<file path="src/rtl/decode_issue_buffer.sv">
// decode_issue_buffer
//   Instruction buffer and issue gate between fetch and decode/execute.
//   Fetched packets are queued in a DEPTH-entry circular FIFO. The head
//   packet is offered to decode and is held back only while one of its
//   source or destination registers is still owed a result by an in-flight
//   multi-cycle operation. Those operations are tracked in a 32-bit
//   register scoreboard.
//
//   Optional feature: define DECODE_BYPASS_EN to let a packet arriving at an
//   empty buffer be issued in the same cycle (0-cycle fetch-to-issue path).
//   If the macro is undefined, no combinational f_* -> d_* path exists.
//
// Ports
//   clk, rst                      clock, synchronous active-low reset
//   f_valid/f_ready               fetch handshake (f_ready registered)
//   f_pc/f_instr/f_exc/
//   f_ecause/f_etval              incoming packet fields
//   flush                         discard all buffered packets
//   d_valid/d_ready               issue handshake for the head packet
//   d_pc/d_instr/d_exc/
//   d_ecause/d_etval              head packet fields
//   hz_rden1/2, hz_raddr1/2       head source register usage
//   hz_wren, hz_waddr, hz_long    head destination usage, multi-cycle flag
//   cmp_valid, cmp_waddr          multi-cycle operation completion
//   busy                          scoreboard, bit n = xn result pending
//   count                         occupied FIFO entries
module decode_issue_buffer #(
  parameter int XLEN  = 32,
  parameter int DEPTH = 4,
  parameter int ECW   = 4
) (
  input  logic                       clk,
  input  logic                       rst,
  input  logic                       f_valid,
  output logic                       f_ready,
  input  logic [XLEN-1:0]            f_pc,
  input  logic [31:0]                f_instr,
  input  logic                       f_exc,
  input  logic [ECW-1:0]             f_ecause,
  input  logic [XLEN-1:0]            f_etval,
  input  logic                       flush,
  output logic                       d_valid,
  input  logic                       d_ready,
  output logic [XLEN-1:0]            d_pc,
  output logic [31:0]                d_instr,
  output logic                       d_exc,
  output logic [ECW-1:0]             d_ecause,
  output logic [XLEN-1:0]            d_etval,
  input  logic                       hz_rden1,
  input  logic                       hz_rden2,
  input  logic [4:0]                 hz_raddr1,
  input  logic [4:0]                 hz_raddr2,
  input  logic                       hz_wren,
  input  logic [4:0]                 hz_waddr,
  input  logic                       hz_long,
  input  logic                       cmp_valid,
  input  logic [4:0]                 cmp_waddr,
  output logic [31:0]                busy,
  output logic [$clog2(DEPTH+1)-1:0] count
);

  localparam int PW = $clog2(DEPTH);
  localparam int CW = $clog2(DEPTH + 1);
  localparam logic [CW-1:0] DEPTH_C = CW'(DEPTH);

  logic [XLEN-1:0] pc_mem     [DEPTH];
  logic [31:0]     instr_mem  [DEPTH];
  logic            exc_mem    [DEPTH];
  logic [ECW-1:0]  ecause_mem [DEPTH];
  logic [XLEN-1:0] etval_mem  [DEPTH];

  logic [PW-1:0] head;
  logic [PW-1:0] tail;
  logic [CW-1:0] count_r;
  logic [CW-1:0] count_next;
  logic          f_ready_r;
  logic [31:0]   busy_r;
  logic [31:0]   busy_next;

  logic empty;
  logic bypass;
  logic hazard;
  logic push;
  logic pop;
  logic fifo_push;
  logic fifo_pop;
  logic issue_set;

  assign empty   = (count_r == '0);
  assign f_ready = f_ready_r;
  assign busy    = busy_r;
  assign count   = count_r;

`ifdef DECODE_BYPASS_EN
  // An empty buffer forwards the incoming packet straight to decode.
  assign bypass   = empty & f_valid & ~flush;
  assign d_pc     = bypass ? f_pc     : pc_mem[head];
  assign d_instr  = bypass ? f_instr  : instr_mem[head];
  assign d_exc    = bypass ? f_exc    : exc_mem[head];
  assign d_ecause = bypass ? f_ecause : ecause_mem[head];
  assign d_etval  = bypass ? f_etval  : etval_mem[head];
`else
  assign bypass   = 1'b0;
  assign d_pc     = pc_mem[head];
  assign d_instr  = instr_mem[head];
  assign d_exc    = exc_mem[head];
  assign d_ecause = ecause_mem[head];
  assign d_etval  = etval_mem[head];
`endif

  assign hazard = (hz_rden1 & busy_r[hz_raddr1]) |
                  (hz_rden2 & busy_r[hz_raddr2]) |
                  (hz_wren  & busy_r[hz_waddr]);

  // Exception packets never execute, so register hazards cannot hold them.
  assign d_valid = (~empty | bypass) & ~flush & (d_exc | ~hazard);

  assign push = f_valid & f_ready_r & ~flush;
  assign pop  = d_valid & d_ready;

  // A bypassed packet that issues immediately never occupies a FIFO slot;
  // while bypassing, the FIFO is empty so nothing is popped from it.
  assign fifo_push = push & ~(bypass & pop);
  assign fifo_pop  = pop & ~bypass;

  assign issue_set = pop & hz_long & hz_wren & (hz_waddr != 5'd0);

  always_comb begin
    count_next = count_r;
    if (fifo_push && !fifo_pop) begin
      count_next = count_r + CW'(1);
    end else if (fifo_pop && !fifo_push) begin
      count_next = count_r - CW'(1);
    end
  end

  // Completion clears first so a same-cycle issue to the same register wins.
  always_comb begin
    busy_next = busy_r;
    if (cmp_valid) begin
      busy_next[cmp_waddr] = 1'b0;
    end
    if (issue_set) begin
      busy_next[hz_waddr] = 1'b1;
    end
    busy_next[0] = 1'b0;
  end

  // Flush empties the FIFO but keeps the scoreboard: long operations that
  // already issued will still write back and must keep dependents stalled.
  always_ff @(posedge clk) begin
    if (!rst) begin
      head      <= '0;
      tail      <= '0;
      count_r   <= '0;
      f_ready_r <= 1'b1;
      busy_r    <= '0;
    end else if (flush) begin
      head      <= '0;
      tail      <= '0;
      count_r   <= '0;
      f_ready_r <= 1'b1;
      busy_r    <= busy_next;
    end else begin
      if (fifo_push) begin
        tail <= tail + PW'(1);
      end
      if (fifo_pop) begin
        head <= head + PW'(1);
      end
      count_r   <= count_next;
      f_ready_r <= (count_next < DEPTH_C);
      busy_r    <= busy_next;
    end
  end

  always_ff @(posedge clk) begin
    if (fifo_push) begin
      pc_mem[tail]     <= f_pc;
      instr_mem[tail]  <= f_instr;
      exc_mem[tail]    <= f_exc;
      ecause_mem[tail] <= f_ecause;
      etval_mem[tail]  <= f_etval;
    end
  end

endmodule

</file>
<file path="config.mk">
export PLATFORM = sky130hd
export DESIGN_NAME = decode_issue_buffer
export DESIGN_NICKNAME = d
export VERILOG_FILES = /design/src/rtl/decode_issue_buffer.sv
export SDC_FILE = /design/constraint.sdc
export NUM_CORES = 1
export LEC_CHECK = 0
export ABC_AREA = 1
export CORE_MARGIN = 1
export CORE_UTILIZATION = 45
export CTS_BUF_LIST = sky130_fd_sc_hd__clkbuf_4 sky130_fd_sc_hd__clkbuf_8 sky130_fd_sc_hd__clkbuf_16
export DETAILED_ROUTE_END_ITERATION = 7
export GPL_ROUTABILITY_DRIVEN = 0
export PLACE_DENSITY = 0.68
export SYNTH_ARGS = -nofsm -noshare
export SYNTH_HDL_FRONTEND = slang
export SYNTH_SLANG_ARGS = --single-unit
</file>
<file path="constraint.sdc">
create_clock -name clk -period 12.8 [get_ports clk]
set_input_delay 3.2 -clock clk [delete_from_list [all_inputs] [get_ports clk]]
set_output_delay 3.2 -clock clk [all_outputs]
set_load 0.02 [all_outputs]
</file>
[Word-level counts from Yosys, hierarchy flattened]
Memory sizes are Yosys's and may differ from the RTL's. A register that Yosys moved wholly into a read port is not among the register bits.
Index checks and enable logic that the tools add are counted.
Storage, ports and cells
  memories kept: 5
  word-level logic and storage cells: 78
  output and inout port bits: 138
  bits in writable memories: 404
  bits in registers: 40
Cells by class
  bitwise gates (word level): 21
  multiplexer cells: 26
  $lt $le $gt $ge: 7
  reduce and logical (&&, ||, !) cells: 9
  add/sub/neg operators: 4
Memories
  etval_mem: words 4, width 32, rd ports 1, clocked after memory_dff 1, wr ports 1, line 70  | logic [XLEN-1:0] etval_mem [DEPTH];
  instr_mem: words 4, width 32, rd ports 1, clocked after memory_dff 1, wr ports 1, line 67  | logic [31:0] instr_mem [DEPTH];
  pc_mem: words 4, width 32, rd ports 1, clocked after memory_dff 1, wr ports 1, line 66  | logic [XLEN-1:0] pc_mem [DEPTH];
  ecause_mem: words 4, width 4, rd ports 1, clocked after memory_dff 1, wr ports 1, line 69  | logic [ECW-1:0] ecause_mem [DEPTH];
  exc_mem: words 4, width 1, rd ports 1, clocked after memory_dff 1, wr ports 1, line 68  | logic exc_mem [DEPTH];
Operator list (count)
  two-way mux 32 bit: 2
  bitwise AND 32 bit: 1
  inverter 32 bit: 1
  OR 32 bit: 1
  less-than comparator 5 x 6 -> 1 bit (second input constant): 4
  two-way mux 2 bit: 10
  binary-select mux 1 bit (select 5 bit): 3
  bitwise AND 1 bit: 11
  demux 1 bit (select 5 bit): 2
  >= comparator 5 x 1 -> 1 bit (second input constant): 2
  two-way mux 1 bit: 7
  two-way mux 3 bit: 2
  nonzero test 5 bit: 1
  adder 2 x 1 -> 2 bit (second input constant): 2
  logical AND 1 bit: 4
  inverter 1 bit: 4
  adder 3 x 1 -> 3 bit (second input constant): 1
  zero test 3 bit: 1
  less-than comparator 3 bit (second input constant): 1
  OR 1 bit: 3
  subtractor 3 x 1 -> 3 bit (second input constant): 1
  zero test 1 bit: 2
  OR reduction 2 bit: 1

[Logic depth before layout (Yosys ltp)]
Gate-level depths: netlist of the first run.
  depth in word-level cells: 13
  mapped depth: 19

[Worst setup path before layout of the first run]
Ideal clock, no wire load.
  path kind: input to register
  from: in f_valid
  to: mem ecause_mem[0][0] (enable)
  path buffers: 0
  arrival time: 7724 ps
  cell stages on the path: 4
  setup time: 562 ps
  slack: 4515 ps
  cell sequence: nand2_1 -> nor2_1 -> inv_1 -> nor2_1
On the way
  word-level cells in the longest chain between the ends: 4
Ends and longest elaborated chain
  from (decl): line 34  | input logic f_valid,
  bitwise AND 1 bit (2 in series): line 118  | assign push = f_valid & f_ready_r & ~flush;
  named net fifo_push: line 85  | logic fifo_push;
  two-way mux 1 bit: line 178  | if (fifo_push) begin
  two-way mux 1 bit (not written as such): line 182  | ecause_mem[tail] <= f_ecause;
  to (decl): line 69
The timed path passes the listed nets, and every way through them passes these cells.

[Worst setup path after layout of the first run]
  from: in hz_waddr[0]
  to: out d_valid
On the way
  word-level cells in the longest chain between the ends: 7
Ends and longest elaborated chain
  from (decl): line 54  | input logic [4:0] hz_waddr,
  binary-select mux 1 bit (select 5 bit): line 113  | (hz_wren & busy_r[hz_waddr]);
  two-way mux 1 bit (not written as such): line 113
  bitwise AND 1 bit: line 113
  OR 1 bit: line 112  | (hz_rden2 & busy_r[hz_raddr2]) |
  inverter 1 bit: line 116  | assign d_valid = (~empty | bypass) & ~flush & (d_exc | ~hazard);
  OR 1 bit: line 116
  bitwise AND 1 bit: line 116
  to (decl): line 42  | output logic d_valid,
Every way passes these cells. The select of a mux whose other input is x is not followed.

==> flow_metrics.env, run 1 <==
export IMPL_status="finished clean"
export IMPL_die_w_microns=202.1
export IMPL_io_buffers=267
export IMPL_synth_edf_count=404
export IMPL_yosysMostFrequentCell="edfxtp_1"
export IMPL_critPathMaxFanout=30
export IMPL_drive_gt1_share_pct=7.522
export IMPL_drc=0
export IMPL_n_fill_cell=3193
export IMPL_postCtsSetupBuffers=0
export IMPL_placed_cells=2248
export IMPL_insertion_delay_ns=0.58
export IMPL_final_cells=2329
export IMPL_synth_commonest_cells="edfxtp_1 (404), nor2_1 (281), o21ai_0 (210)"
export IMPL_start_kind="input port"
export IMPL_grt_setup_unrepaired="no"
export IMPL_relSlewSlack_pct=26.01
export IMPL_arrival_ns=6.03
export IMPL_pwr_share_seq_pct=53.1
export IMPL_grt_pass1_vias=12327
export IMPL_ys_seq_elements=445
export IMPL_root_buffer="clkbuf_16"
export IMPL_rows=72
export IMPL_skew_ns=0.01564
export IMPL_cts_buffers=46
export IMPL_tightest_slew_ns=1.110
export IMPL_power_switching_share_pct=21.61
export IMPL_core_area_sq_um=39100
export IMPL_synth_top_cell_by_area="edfxtp_1"
export IMPL_hold_viol=0
export IMPL_regArea_sq_um=12960
export IMPL_nNetsFinal=1918
export IMPL_slew_violations=0
export IMPL_grt_max_degree=130
export IMPL_die_h_microns=202.1
export IMPL_worst_path_max_delay_cell="clkdlybuf4s50_1"
export IMPL_fin_tns_setup_ns=0
export IMPL_vdd_drop_max_mv=0.1193
export IMPL_end_kind="output pin"
export IMPL_cts_tree="done"
export IMPL_synth_cell_type_count=34
export IMPL_wl_mm=45.45
export IMPL_yosys_most_used_dff="edfxtp_1"
export IMPL_place_hpwl_mm=27.13
export IMPL_grt_antenna_before_repair=4
export IMPL_synth_seq_area_share_pct=71.87
export IMPL_clkSinkCount=445
export IMPL_viasPerCell=5.407
export IMPL_period_share_pct=72.14
export IMPL_whs_ns=0.5048
export IMPL_ys_top_cells_by_area="edfxtp_1 (67%), nor2_1 (5.9%), o21ai_0 (5.8%), dfxtp_1 (4.6%), o22ai_1 (3.5%)"
export IMPL_crit_type="in2out"
export IMPL_cts_max_level=2
export IMPL_p_leak_nw=7.648
export IMPL_path_buf_inv=3
export IMPL_dieArea_sq_um=40850
export IMPL_clk_pin_slew_ns=0.06
export IMPL_start_util_pct=46.09
export IMPL_p_int_mw=2.388
export IMPL_period_minus_slack_ns=9.233
export IMPL_netlist_area_sq_um=18020
export IMPL_crit_path_cell_trace="clkdlybuf4s50_1, nor2_4, a21oi_1, nand2_1, nand2_1, nand2_1, nor2_1, nand2_1, nand2_1, nand3_2, nand2_2, nand2_1, inv_1, clkdlybuf4s50_1"
export IMPL_async_flop_share_pct=0
export IMPL_fin_util_pct=57.52
export IMPL_critPathMaxStageDelay_ns=1.14
export IMPL_crit_required_ns=9.60
export IMPL_critical_path_most_common_cell="nand2_1"
export IMPL_drtAntennaViolNets=0
export IMPL_clkPwrFrac_pct=40.4
export IMPL_cap_violations=0
export IMPL_multi_input_area_sq_um=4441
export IMPL_track_usage_pct=22.12
export IMPL_syn_nets=1675
export IMPL_area_growth_pct=24.80
export IMPL_grt_overflow=0
export IMPL_ys_warn_count=0
export IMPL_net_switching_power_uw=658.3
export IMPL_critical_path_top_delay_family="buffers and inverters"
export IMPL_cts_resized=0
export IMPL_clockBufferDepth=3
export IMPL_power_mw=3.047
export IMPL_drt_pass1_iter_count=6
export IMPL_syn_inst=1535
export IMPL_pwr_share_comb_pct=6.5
export IMPL_min_path_type="reg2reg"
export IMPL_yosysTopAreaCellShare_pct=67.32
export IMPL_setup_violations=0
export IMPL_vias=12593
export IMPL_drt_first_iter_violations=1057
export IMPL_syn_area_per_cell_sq_um=11.74
export IMPL_top_level_ports=269
export IMPL_max_freq_mhz=108.3
export IMPL_cts_hold_buf=0
export IMPL_power_density_nw_per_um2=135.5
export IMPL_wl_per_cell_microns=19.51
export IMPL_grt_pass1_wl_mm=69.52
metal layers:
layer | track usage [%] | wire [microns]
met4 | 7.734 | 1121
met2 | 35.68 | 21510
met3 | 6.143 | 4159
met1 | 28.74 | 18640
met5 | 0 | 12
cells by family after synthesis:
logic type / after synthesis / synth area share (%)
compound gates: 368 / 10.98
xor+xnor: 2 / 0.09722
fa+ha+maj: 9 / 0.6249
buf+inv: 156 / 3.652
flops: 445 / 71.87
other cells: 1 / 0.02081
simple gates: 554 / 12.75
sequential cells by signal, indices dropped and copies added, names as in the netlist, named ones only:
signal / count
count: 2
instr_mem: 128
pc_mem: 128
exc_mem: 4
busy: 31
head: 2
f_ready: 1
ecause_mem: 16
tail: 2
etval_mem: 128
placed cells by master, fill, tap and decap left out, types with 2 or more instances in the layout:
cell type and count:
o22ai_1 100, nor3_1 17, clkdlybuf4s50_1 267, clkinv_1 8, buf_4 13, nand2_1 162
inv_1 60, nand2_2 2, nand3_2 2, nor2_2 28, nand3_1 57, nor2_4 6
o21ai_1 10, edfxtp_1 404, a21oi_1 44, dfxtp_4 2, nor2_1 277, diode_2 3
clkinv_2 6, clkbuf_4 11, dfxtp_1 39, inv_4 2, inv_2 8, clkbuf_16 46
inv_6 3, ha_1 9, o21ai_0 210
path summary, 6_finish.rpt:
kind / cells after the start / end / slack, ns / start
setup / recovery: 14 / d_valid / 3.57 / hz_waddr[0]
hold / removal: 2 / flip-flop / 0.50 / head[1]$_SDFFE_PP0P_
setup reg to reg: 10 / f_ready$_SDFF_PP1_ / 9.70 / flip-flop
hold reg to reg: 2 / flip-flop / 0.50 / head[1]$_SDFFE_PP0P_
power by group through the flow:
stage,logic (mW),clock network (mW),registers [mW]
4_1_cts,0.200,1.26,1.62
2_1_floorplan,0.0856,0,1.65
3_5_place_dp,0.199,0,1.65
5_1_grt,0.214,1.31,1.62
3_3_place_gp,0.196,0,1.65
6_report,0.199,1.23,1.62
layout make-up:
type | count | share of cell area, %
timing repair buffer | 280 | 12.32
multi-input combinational | 934 | 19.74
sequential | 445 | 57.62
antenna | 3 | 0.03338
tap | 518 | 2.882
inverter | 71 | 1.224
clock buffer | 58 | 5.547
clock inverter | 20 | 0.6287
tightest hold or removal path: cells and delay by family, from the launching register on:
family	cells	cell delay (ns)
AND/OR/NAND/NOR	1	0.06
flip-flops	1	0.32
AO/OA/AOI/OAI	1	0.08
through the flow:
step	cell area [sq um]	worst slack (ns)
finish	22490	3.567
floorplan	18020	4.515
global placement	21090	3.707
detailed placement	21090	3.648
global route	22490	3.318
CTS	22480	3.642
(Power assumes the default switching activity.)
==> run 2: changes to the inputs <==
- clock period: 12.8 -> 8.6 ns (I/O delays scaled with it)
==> flow_metrics.env, run 2 (same netlist as run 1, synthesis figures left out) <==
export IMPL_cts_resized=0
export IMPL_period_share_pct=82.89
export IMPL_worstHoldPathCells=2
export IMPL_highest_layer="met5"
export IMPL_insertion_delay_ns=0.58
export IMPL_wl_mm=45.11
export IMPL_finalWorstSetupSlack_ns=1.471
export IMPL_grt_setup_unrepaired="no"
export IMPL_n_fill_cell=3199
export IMPL_fin_tns_setup_ns=0
export IMPL_p_leak_nw=7.719
export IMPL_grt_antenna_before_repair=6
export IMPL_period_minus_slack_ns=7.129
export IMPL_die_w_microns=202.1
export IMPL_rows=72
export IMPL_skew_ns=0.01509
export IMPL_top_level_ports=269
export IMPL_place_hpwl_mm=26.56
export IMPL_vias=12589
export IMPL_end_kind="output pin"
export IMPL_final_cells=2330
export IMPL_arrival_ns=4.98
export IMPL_final_cell_mix="edfxtp_1 (404), nor2_1 (277), clkdlybuf4s50_1 (267)"
export IMPL_hold_viol=0
export IMPL_placed_cells=2244
export IMPL_clkSinkCount=445
export IMPL_crit_end="d_valid"
export IMPL_power_mw=4.732
export IMPL_critPathMaxFanout=30
export IMPL_post_place_ws_ns=1.530
export IMPL_io_buffers=267
export IMPL_tightest_slew_ns=1.053
export IMPL_start_util_pct=46.09
export IMPL_cts_max_level=2
export IMPL_core_area_sq_um=39100
export IMPL_reg2reg_slack_ns=5.56
export IMPL_drt_pass1_iter_count=5
export IMPL_area_growth_pct=25.90
export IMPL_vdd_drop_max_mv=0.1829
export IMPL_drt_first_iter_violations=1021
export IMPL_drc=0
export IMPL_relSlewSlack_pct=29.26
export IMPL_clk_pin_slew_ns=0.06
export IMPL_grt_max_degree=140
export IMPL_fin_util_pct=58.03
export IMPL_cts_buffers=46
export IMPL_setup_violations=0
export IMPL_met2_length_mm=21.20
export IMPL_nNetsFinal=1914
export IMPL_track_usage_pct=22.06
export IMPL_start_kind="input port"
export IMPL_layout_commonest_cell="edfxtp_1"
export IMPL_startpoint="hz_waddr[0]"
export IMPL_wl_met1_mm=18.64
export IMPL_postCtsSetupBuffers=0
export IMPL_clockBufferDepth=3
export IMPL_crit_required_ns=6.45
export IMPL_min_path_type="reg2reg"
export IMPL_drive_gt1_share_pct=7.637
export IMPL_cts_tree="done"
export IMPL_wl_met3_mm=4.064
export IMPL_grt_pass1_wl_mm=69.55
export IMPL_crit_type="in2out"
export IMPL_wl_per_cell_microns=19.36
export IMPL_grt_pass1_vias=12407
export IMPL_cts_hold_buf=0
export IMPL_cap_violations=0
export IMPL_die_h_microns=202.1
export IMPL_reg2reg_depth=10
export IMPL_drtAntennaViolNets=0
export IMPL_viasPerCell=5.403
export IMPL_power_density_nw_per_um2=208.6
export IMPL_status="finished clean"
export IMPL_dieArea_sq_um=40850
export IMPL_grt_overflow=0
export IMPL_reg2reg_to="f_ready$_SDFF_PP1_"
export IMPL_top_regs="etval_mem (128), instr_mem (128), pc_mem (128)"
export IMPL_slew_violations=0
export IMPL_root_buffer="clkbuf_16"
export IMPL_max_freq_mhz=140.3
-- run 2: changes by cell type in the layout (fill, tap and decap cells not counted), sizes merged --
cell	change
buf	-4
bufinv	+6
clkbuf	+3
clkinv	-3
diode	+2
inv	-3
-- run 2: stage by stage --
step           instance area [sq um]  hold WS [ns]
2_1_floorplan                  18020        0.4691
3_3_place_gp                   21110        0.4733
3_5_place_dp                   21110        0.4805
4_1_cts                        22680        0.4902
5_1_grt                        22680        0.5244
6_report                       22690        0.4858
-- run 2: where the power goes --
group,total (mW),switching (mW),internal [mW]
clock,2.03,0.808,1.22
combinational,0.298,0.171,0.128
sequential,2.41,0.00856,2.40
-- run 2: cell type report --
cell class,count,area [sq um],area share (%)
multi-input combinational,934,4441,19.57
clock buffer,61,1264,5.570
tap,518,648.1,2.857
clock inverter,20,297.8,1.313
timing repair buffer,276,2790,12.30
inverter,71,275.3,1.213
antenna,5,12.51,0.05515
sequential,445,12960,57.12
-- run 2: how the worst min path moves through the flow --
stage,start,endpoint
after floorplan,head[1]$_SDFFE_PP0P_,flip-flop
after global placement,head[1]$_SDFFE_PP0P_,flip-flop
after detailed placement,head[1]$_SDFFE_PP0P_,flip-flop
after CTS,head[1]$_SDFFE_PP0P_,flip-flop
after global routing,head[1]$_SDFFE_PP0P_,flip-flop
final,head[1]$_SDFFE_PP0P_,flip-flop
-- run 2: routing by layer --
metal / up-vias / track usage, %
met1: 6063 / 28.61
met4: 2 / 8.647
met5: - / 0
met2: 460 / 35.14
li1: 5971 / -
met3: 93 / 6.224
-- run 2: worst max-delay path: stages --
cell	delay, ns
clkdlybuf4s50_1	1.12
nor2_4	0.16
a21oi_1	0.20
nand2_1	0.07
nand2_1	0.06
nand2_1	0.05
nor2_1	0.08
nand2_1	0.09
nand2_1	0.09
nand3_2	0.08
nand2_2	0.11
nand2_1	0.06
inv_1	0.07
clkdlybuf4s50_1	0.59
==> run 3: changes to the inputs <==
- PLACE_DENSITY: 0.68 -> 0.71
- clock period: 8.6 -> 6.45 ns (I/O delays scaled with it)
==> flow_metrics.env, run 3 (same netlist as run 1, synthesis figures left out) <==
export IMPL_status="finished clean"
export IMPL_pwr_share_comb_pct=6.6
export IMPL_finalWorstSetupSlack_ns=0.6334
export IMPL_setup_violations=0
export IMPL_wl_per_cell_microns=19.05
export IMPL_min_path_type="reg2reg"
export IMPL_io_buffers=267
export IMPL_p_leak_nw=7.703
export IMPL_grt_setup_unrepaired="no"
export IMPL_p_int_mw=4.822
export IMPL_arrival_ns=4.20
export IMPL_vias=12730
export IMPL_area_growth_pct=25.52
export IMPL_critPathMaxFanout=17
export IMPL_grt_pass1_vias=12681
export IMPL_rows=72
export IMPL_dieArea_sq_um=40850
export IMPL_drt_pass1_iter_count=7
export IMPL_layout_commonest_cell="edfxtp_1"
export IMPL_crit_type="in2out"
export IMPL_end_kind="output pin"
export IMPL_final_cell_mix="edfxtp_1 (404), nor2_1 (277), clkdlybuf4s50_1 (267)"
export IMPL_hold_viol=0
export IMPL_clkPwrFrac_pct=41.0
export IMPL_top_regs="etval_mem (128), instr_mem (128), pc_mem (128)"
export IMPL_skew_ns=0.02539
export IMPL_n_fill_cell=3170
export IMPL_cap_violations=0
export IMPL_wl_mm=44.53
export IMPL_postCtsSetupBuffers=0
export IMPL_root_buffer="clkbuf_16"
export IMPL_insertion_delay_ns=0.58
export IMPL_top_level_ports=269
export IMPL_drive_gt1_share_pct=7.874
export IMPL_viasPerCell=5.447
export IMPL_period_minus_slack_ns=5.817
export IMPL_cts_tree="done"
export IMPL_grt_overflow=0
export IMPL_drc=0
export IMPL_place_hpwl_mm=27.30
export IMPL_period_share_pct=90.18
export IMPL_clkSinkCount=445
export IMPL_grt_pass1_wl_mm=68.43
export IMPL_grt_antenna_before_repair=10
export IMPL_clockBufferDepth=3
export IMPL_cts_buffers=45
export IMPL_start_util_pct=46.09
export IMPL_nNetsFinal=1922
export IMPL_fin_area_sq_um=22620
export IMPL_post_place_ws_ns=0.6759
export IMPL_die_w_microns=202.1
export IMPL_fin_tns_setup_ns=0
export IMPL_drtAntennaViolNets=0
export IMPL_die_h_microns=202.1
export IMPL_cts_hold_buf=0
export IMPL_vdd_drop_max_mv=0.2437
export IMPL_power_mw=6.124
export IMPL_slew_violations=0
export IMPL_dpl_cell_area_sq_um=21180
export IMPL_start_kind="input port"
export IMPL_power_switching_share_pct=21.25
export IMPL_cts_max_level=2
export IMPL_drt_first_iter_violations=922
export IMPL_pwr_share_seq_pct=52.4
export IMPL_cts_resized=0
export IMPL_power_density_nw_per_um2=270.7
export IMPL_net_switching_power_mw=1.301
export IMPL_grt_max_degree=203
export IMPL_clk_pin_slew_ns=0.06
export IMPL_crit_required_ns=4.84
export IMPL_track_usage_pct=21.60
export IMPL_max_freq_mhz=171.9
export IMPL_relSlewSlack_pct=15.54
export IMPL_core_area_sq_um=39100
export IMPL_tightest_slew_ns=1.257
[run 3: metrics by stage]
step / utilization (%) / cells / hold WS, ns
6_report: 57.85 / 2337 / 0.4962
5_1_grt: 57.84 / 2335 / 0.5149
4_1_cts: 57.83 / 2334 / 0.4973
3_5_place_dp: 54.17 / 2253 / 0.4863
3_3_place_gp: 54.17 / 2253 / 0.4777
2_1_floorplan: - / 1535 / 0.4691
[run 3: power groups by stage]
stage          Sequential (mW)  Combinational, mW  Clock (mW)
2_1_floorplan             3.28              0.170           0
3_3_place_gp              3.27              0.394           0
3_5_place_dp              3.27              0.400           0
4_1_cts                   3.21              0.403        2.56
5_1_grt                   3.21              0.432        2.66
6_report                  3.21              0.402        2.51
[run 3: final timing paths]
kind                                            from                 end  slack (ns)  depth (start not counted)
worst max-delay path                    hz_raddr2[0]             d_valid        0.63                         14
worst min-delay path            head[1]$_SDFFE_PP0P_           flip-flop        0.50                          2
worst min register to register  head[1]$_SDFFE_PP0P_           flip-flop        0.50                          2
worst max register to register             flip-flop  f_ready$_SDFF_PP1_        3.24                         10
[run 3: metal layers]
layer | track usage [%] | vias up | share of wire (%)
li1 | - | 5974 | -
met1 | 25.86 | 6124 | 39
met2 | 35.46 | 508 | 47
met3 | 8.143 | 112 | 10
met4 | 8.083 | 12 | 2.9
met5 | 0 | - | 0.20
[run 3: worst max-delay path: stages]
cell and delay [ns]:
clkdlybuf4s50_1 0.84, inv_2 0.25, nand2_1 0.12, nand3_1 0.07, nand3_1 0.10, nand2_1 0.07, nand2_1 0.05, nand3_1 0.07
nand3_1 0.10, nand3_2 0.07, nand2_2 0.11, nand2_1 0.06, inv_1 0.07, clkdlybuf4s50_1 0.60
[run 3: area by class of cell]
type	count	area, sq um	area share, %
antenna	3	7.507	0.03319
clock buffer	55	1201	5.310
clock inverter	26	231.5	1.023
inverter	71	275.3	1.217
multi-input combinational	934	4441	19.63
sequential	445	12960	57.28
tap	518	648.1	2.865
timing repair buffer	285	2858	12.63
